<file path="src/rtl/branch_predict_unit.sv">
// ---------------------------------------------------------------------------
// branch_predict_unit
//   Fetch-time conditional branch predictor built on a PC-indexed table of
//   2-bit saturating counters. Each prediction travels with its instruction
//   through a two-entry tracking pipe (F->D, D->EX). In EX it is compared
//   with the resolved outcome to raise the redirect and train the table.
//
//   Optional build macro: BP_STATS_EN
//     Adds the stat_branches / stat_mispredicts counter outputs.
// ---------------------------------------------------------------------------
module branch_predict_unit #(
    parameter int WIDTH       = 32,
    parameter int BHT_ENTRIES = 64,
    parameter int IDX_W       = $clog2(BHT_ENTRIES)
) (
    input  logic             clk,
    input  logic             rst_n,
    input  logic             stall,
    input  logic             f_valid,
    input  logic             f_is_branch,
    input  logic [WIDTH-1:0] f_pc,
    input  logic [WIDTH-1:0] f_target,
    input  logic             ex_valid,
    input  logic             ex_is_branch,
    input  logic             ex_taken,
    input  logic [WIDTH-1:0] ex_pc,
    input  logic [WIDTH-1:0] ex_target,
    output logic             branch_en_F,
    output logic             branch_en_EX,
    output logic             branch_correction,
    output logic [WIDTH-1:0] branch_addr,
    output logic             flush
`ifdef BP_STATS_EN
    ,
    output logic [31:0]      stat_branches,
    output logic [31:0]      stat_mispredicts
`endif
);

    // One in-flight prediction record.
    typedef struct packed {
        logic             valid;
        logic             pred_taken;
        logic [IDX_W-1:0] idx;
    } trk_entry_t;

    localparam logic [1:0] CNT_WEAK_NT = 2'b01;
    localparam logic [1:0] CNT_MAX     = 2'b11;
    localparam logic [1:0] CNT_MIN     = 2'b00;

    logic [1:0]       r_bht [BHT_ENTRIES];
    trk_entry_t       r_trk_d;
    trk_entry_t       r_trk_ex;

    logic [IDX_W-1:0] w_f_idx;
    logic             w_pred_f;
    logic             w_resolve;
    logic             w_mispredict;
    logic [1:0]       w_train_cur;
    logic [1:0]       w_train_next;
    logic             w_unused_pc;

    // The table index drops the two byte-offset bits; the rest of the PCs is
    // unused (fall-through is handled outside by the PC mux).
    assign w_f_idx     = f_pc[IDX_W+1:2];
    assign w_unused_pc = ^{ex_pc, f_pc[WIDTH-1:IDX_W+2], f_pc[1:0]};

    // Fetch prediction reads the pre-update counter value.
    assign w_pred_f     = f_valid & f_is_branch & r_bht[w_f_idx][1];
    assign w_resolve    = ex_valid & ex_is_branch & r_trk_ex.valid;
    assign w_mispredict = w_resolve & (ex_taken != r_trk_ex.pred_taken);

    // Saturating next value for the counter being trained this cycle.
    always_comb begin
        // NOTE: every always_comb output gets a default first so no path
        // leaves it unassigned, which would otherwise infer a latch.
        w_train_cur  = r_bht[r_trk_ex.idx];
        w_train_next = w_train_cur;
        if (ex_taken) begin
            if (w_train_cur != CNT_MAX) w_train_next = w_train_cur + 2'd1;
        end else begin
            if (w_train_cur != CNT_MIN) w_train_next = w_train_cur - 2'd1;
        end
    end

    // Counter table: reset to weakly-not-taken, trained when EX resolves.
    always_ff @(posedge clk or negedge rst_n) begin
        // NOTE: the table is reset entry by entry because every counter must
        // start weakly-not-taken, so it is built from flops, not a RAM macro.
        // Non-blocking assignments keep all state updates on the same edge.
        if (!rst_n) begin
            for (int i = 0; i < BHT_ENTRIES; i++) r_bht[i] <= CNT_WEAK_NT;
        end else if (w_resolve) begin
            r_bht[r_trk_ex.idx] <= w_train_next;
        end
    end

    // Tracking pipe: flush clears both entries, stall holds, otherwise shift.
    always_ff @(posedge clk or negedge rst_n) begin
        if (!rst_n) begin
            r_trk_d  <= '0;
            r_trk_ex <= '0;
        end else if (w_mispredict) begin
            r_trk_d.valid  <= 1'b0;
            r_trk_ex.valid <= 1'b0;
        end else if (!stall) begin
            r_trk_ex           <= r_trk_d;
            r_trk_d.valid      <= f_valid & f_is_branch;
            r_trk_d.pred_taken <= w_pred_f;
            r_trk_d.idx        <= w_f_idx;
        end
    end

    // PC-mux steering; the EX redirect wins over the fetch prediction and
    // everything is held low while reset is asserted.
    always_comb begin
        branch_en_F       = 1'b0;
        branch_en_EX      = 1'b0;
        branch_correction = 1'b0;
        branch_addr       = '0;
        flush             = 1'b0;
        if (rst_n) begin
            branch_en_EX      = w_mispredict;
            branch_correction = w_mispredict & r_trk_ex.pred_taken;
            flush             = w_mispredict;
            branch_en_F       = w_pred_f & ~w_mispredict;
            branch_addr       = w_mispredict ? ex_target : f_target;
        end
    end

`ifdef BP_STATS_EN
    logic [31:0] r_stat_branches;
    logic [31:0] r_stat_mispredicts;

    // Resolved-branch and misprediction counters, wrapping at 2^32.
    always_ff @(posedge clk or negedge rst_n) begin
        if (!rst_n) begin
            r_stat_branches    <= '0;
            r_stat_mispredicts <= '0;
        end else begin
            if (w_resolve)    r_stat_branches    <= r_stat_branches + 32'd1;
            if (w_mispredict) r_stat_mispredicts <= r_stat_mispredicts + 32'd1;
        end
    end

    assign stat_branches    = r_stat_branches;
    assign stat_mispredicts = r_stat_mispredicts;
`endif

endmodule

</file>
<file path="config.mk">
export PLATFORM = sky130hd
export DESIGN_NAME = branch_predict_unit
export DESIGN_NICKNAME = d
export VERILOG_FILES = /design/src/rtl/branch_predict_unit.sv
export SDC_FILE = /design/constraint.sdc
export NUM_CORES = 1
export LEC_CHECK = 0
export ABC_AREA = 1
export CAP_MARGIN = 20
export CORE_ASPECT_RATIO = 1.1
export CORE_MARGIN = 2
export CORE_UTILIZATION = 25
export DETAILED_ROUTE_END_ITERATION = 10
export GPL_ROUTABILITY_DRIVEN = 0
export HOLD_SLACK_MARGIN = 0.03
export PLACE_DENSITY = 0.52
export SKIP_LAST_GASP = 1
export SLEW_MARGIN = 20
export SYNTH_ARGS = -nofsm -noshare
export SYNTH_HDL_FRONTEND = slang
export SYNTH_SLANG_ARGS = --single-unit
</file>
<file path="constraint.sdc">
create_clock -name clk -period 3 [get_ports clk]
set_input_delay 0.6 -clock clk [delete_from_list [all_inputs] [get_ports clk]]
set_output_delay 0.6 -clock clk [all_outputs]
set_load 0.01 [all_outputs]
</file>
==> flow_metrics.py <==
metrics = {
    "finish": {
        "layout-drive-gt1-share_pct": 11.30,
        "nets": 1593,
        "n_antenna_cell": 0,
        "final_util_pct": 32.52,
        "multi_input_area_um2": 4190,
        "num-fill-cells": 3708,
        "area_growth_pct": 28.92,
        "seq_area_um2": 3685,
    },
    "logic_synthesis": {
        "synth-async-reset-ratio_pct": 100.0,
        "ys_seq_area_share_pct": 41.78,
        "ys_ff_latch": 144,
        "syn-cell-area_um2": 8817,
        "yosys_warnings": 0,
        "synth_cells": 1341,
        "synth_cell_types": 28,
        "synth_area_per_cell_um2": 6.575,
        "synth_edf_count": 0,
        "syn_nets": 1477,
        "ys.flop_type": "dfrtp_1",
    },
    "placement": {
        "place_ws_ns": -0.3115,
        "io_buffers": 113,
        "hpwl_um": 21090,
    },
    "worst_hold_path": {
        "hold_class": "in -> async",
    },
    "worst_setup_path": {
        "start_kind": "input pin",
        "arrival_ns": 2.50,
        "cp-end-kind": "output port",
        "critical_path_class": "in -> out",
        "worstPathRequired_ns": 2.40,
        "cp_max_fo": 34,
    },
    "sta": {
        "slew_violations": 0,
        "worst_slack_ns": -0.09683,
        "hold_viol_final": 0,
        "skew_ns": 0.01079,
        "worstMarginPinSlew_ns": 0.8257,
        "setup_viol": 14,
        "period_share_pct": 103.2,
        "fin_setup_tns_ns": -0.9301,
        "grt_setup_unrepaired": "yes",
        "slew_headroom_pct": 44.95,
        "final.min_clock_period_ns": 3.097,
        "max_freq_mhz": 322.9,
    },
    "detailed_routing": {
        "vias": 8860,
        "drt_first_pass_iters": 5,
        "drt-total-wl_um": 31540,
        "drtIter0Drc": 670,
        "viasPerCell": 4.631,
        "routedWlPerCell_um": 16.49,
        "drc_errors": 0,
        "ant_nets": 0,
    },
    "clock_tree": {
        "cts-root-buf": "clkbuf_16",
        "cts.clk_slew.worst_paths_ns": 0.06,
        "cts_sinks": 144,
        "cts_buffers": 17,
        "cts.htree.levels": 4,
        "cts_buffer_depth": 2,
        "clock_latency_ns": 0.44,
        "cts_tree": "done",
    },
    "global_routing": {
        "grt_pass1_vias": 8614,
        "grt_overflow_total": 0,
        "grtUsageMet3_pct": 3.084,
        "grt_util_met1_pct": 21.97,
        "grt_pass1_wl_um": 49400,
        "use_met2_pct": 30.05,
        "grt_antenna_before_repair": 0,
        "grt_max_degree": 145,
        "grt.total_usage_pct": 17.49,
        "busiest_layer": "met2",
    },
    "floorplan": {
        "die_area_um2": 36790,
        "start_util_pct": 25.23,
        "coreArea_um2": 34950,
        "rows": 72,
        "fp.dieW_um": 183.1,
        "ios": 172,
        "fp.dieH_um": 201.0,
    },
    "power": {
        "p_leak_nw": 5.611,
        "power_density_nw_per_um2": 489.8,
        "vdd_drop_max_uv": 338.9,
    },
    "run_status": {
        "status": "complete, but fails checks",
        "violations": "setup timing",
    },
    "flow_run": {
        "drv_cap": 0,
    },
}
[worst max-delay path: stages]
cell and delay [ns]:
clkdlybuf4s50_1 0.51, xor2_1 0.19, nand2_2 0.10, nor2_2 0.14, buf_12 0.20, a22o_1 0.20, clkdlybuf4s50_1 0.55
[area by class of cell]
cell class | instances | share of cell area (%)
clock buffers | 19 | 3.897
clock inverters | 12 | 1.266
inverters | 167 | 5.515
multi-input cells | 968 | 36.86
flip-flops and latches | 144 | 32.42
well taps | 444 | 4.887
repair buffers | 159 | 15.16
[metrics by stage]
step	area [µm²]	hold WS [ns]	power [mW]	std cells
floorplan	8817	0.3044	2.808	1341
global placement	10680	0.4533	3.419	1879
detailed placement	10680	0.4570	3.419	1879
CTS	11320	0.3649	5.616	1913
global route	11370	0.3912	5.806	1913
finish	11370	0.2915	5.568	1913
[worst paths after layout]
kind | start | endpoint | slack [ns] | depth (start not counted)
min in group clk | r_bht[106] | r_bht[106] | 0.46 | 2
worst min register to register | r_bht[106] | r_bht[106] | 0.46 | 2
worst max-delay path | ex_taken | branch_addr[13] | -0.1 | 7
worst max register to register | r_trk_ex[2] | r_bht[118] | 0.51 | 13
max in group asynchronous | rst_n | r_bht[125] | 2.08 | 2
worst min-delay path | rst_n | r_bht[107] | 0.29 | 2
[cell families after synthesis]
| group | after synthesis | share of synthesized area (%) |
|---|---|---|
| mux | 1 | 0.1277 |
| xor+xnor | 1 | 0.09935 |
| simple gates | 839 | 38.30 |
| flops | 144 | 41.78 |
| buf+inv | 229 | 11.00 |
| compound gates | 127 | 8.699 |
[state kept, by name (all words and copies together), names as in the netlist]
| signal | cells |
|---|---|
| r_trk_ex | 8 |
| r_bht | 128 |
| r_trk_d | 8 |
[cells in the final DEF (no fill, tap or decap), drive strengths merged]
cell type      netlist  routed
dlymetal6s2s         0      15
nand2              614     614
nor3                41      41
o21ai               52      52
dlygate4sd2          0       5
bufinv               0       3
dfstp               64      64
or2                  1       1
clkdlybuf4s50        0      90
mux2                 1       1
a22o                32      32
buf                 39      48
a31o                 1       1
dfrtp               80      80
xor2                 1       1
o211ai               3       3
clkinvlp             0       2
inv                166     166
nand4                1       1
nand3              111     111
nor2                71      71
a21oi               39      39
clkinv               1       8
clkbuf              23      20
[Yosys cell counts (2+ instances only)]
cell type	n	area, µm²
nand2_1	611	2293
inv_1	161	604.3
nand3_1	111	555.5
dfrtp_1	80	2002
nor2_1	67	251.5
dfstp_2	64	1682
nor3_1	41	205.2
a21oi_1	39	195.2
o21ai_0	39	195.2
a22o_1	32	280.3
buf_2	25	125.1
clkbuf_1	23	86.33
o21ai_1	13	65.06
buf_6	8	90.09
buf_4	5	37.54
inv_2	5	18.77
nor2_2	3	18.77
o211ai_1	3	22.52
nand2_4	2	22.52
[timing repair]
action	4_1_cts	5_1_grt
endpoints found under the setup margin	33	29
endpoints found under the hold margin	0	0
hold buffers	0	0
gates cloned	1	0
buffers inserted	2	0
pin swaps	0	1
gates resized for setup	8	21
[layer usage]
metal / routed length (µm) / vias up
met2: 15100 / 300
li1: - / 4383
met3: 2025 / 44
met4: 848 / 0
met5: 0 / -
met1: 13570 / 4133
[power breakdown]
part / switching (mW) / internal [mW]
clock: 0.859 / 1.32
sequential: 0.0624 / 2.06
combinational: 0.814 / 0.452
total: 1.74 / 3.83
Note: power is estimated with default switching activity, not from simulation.
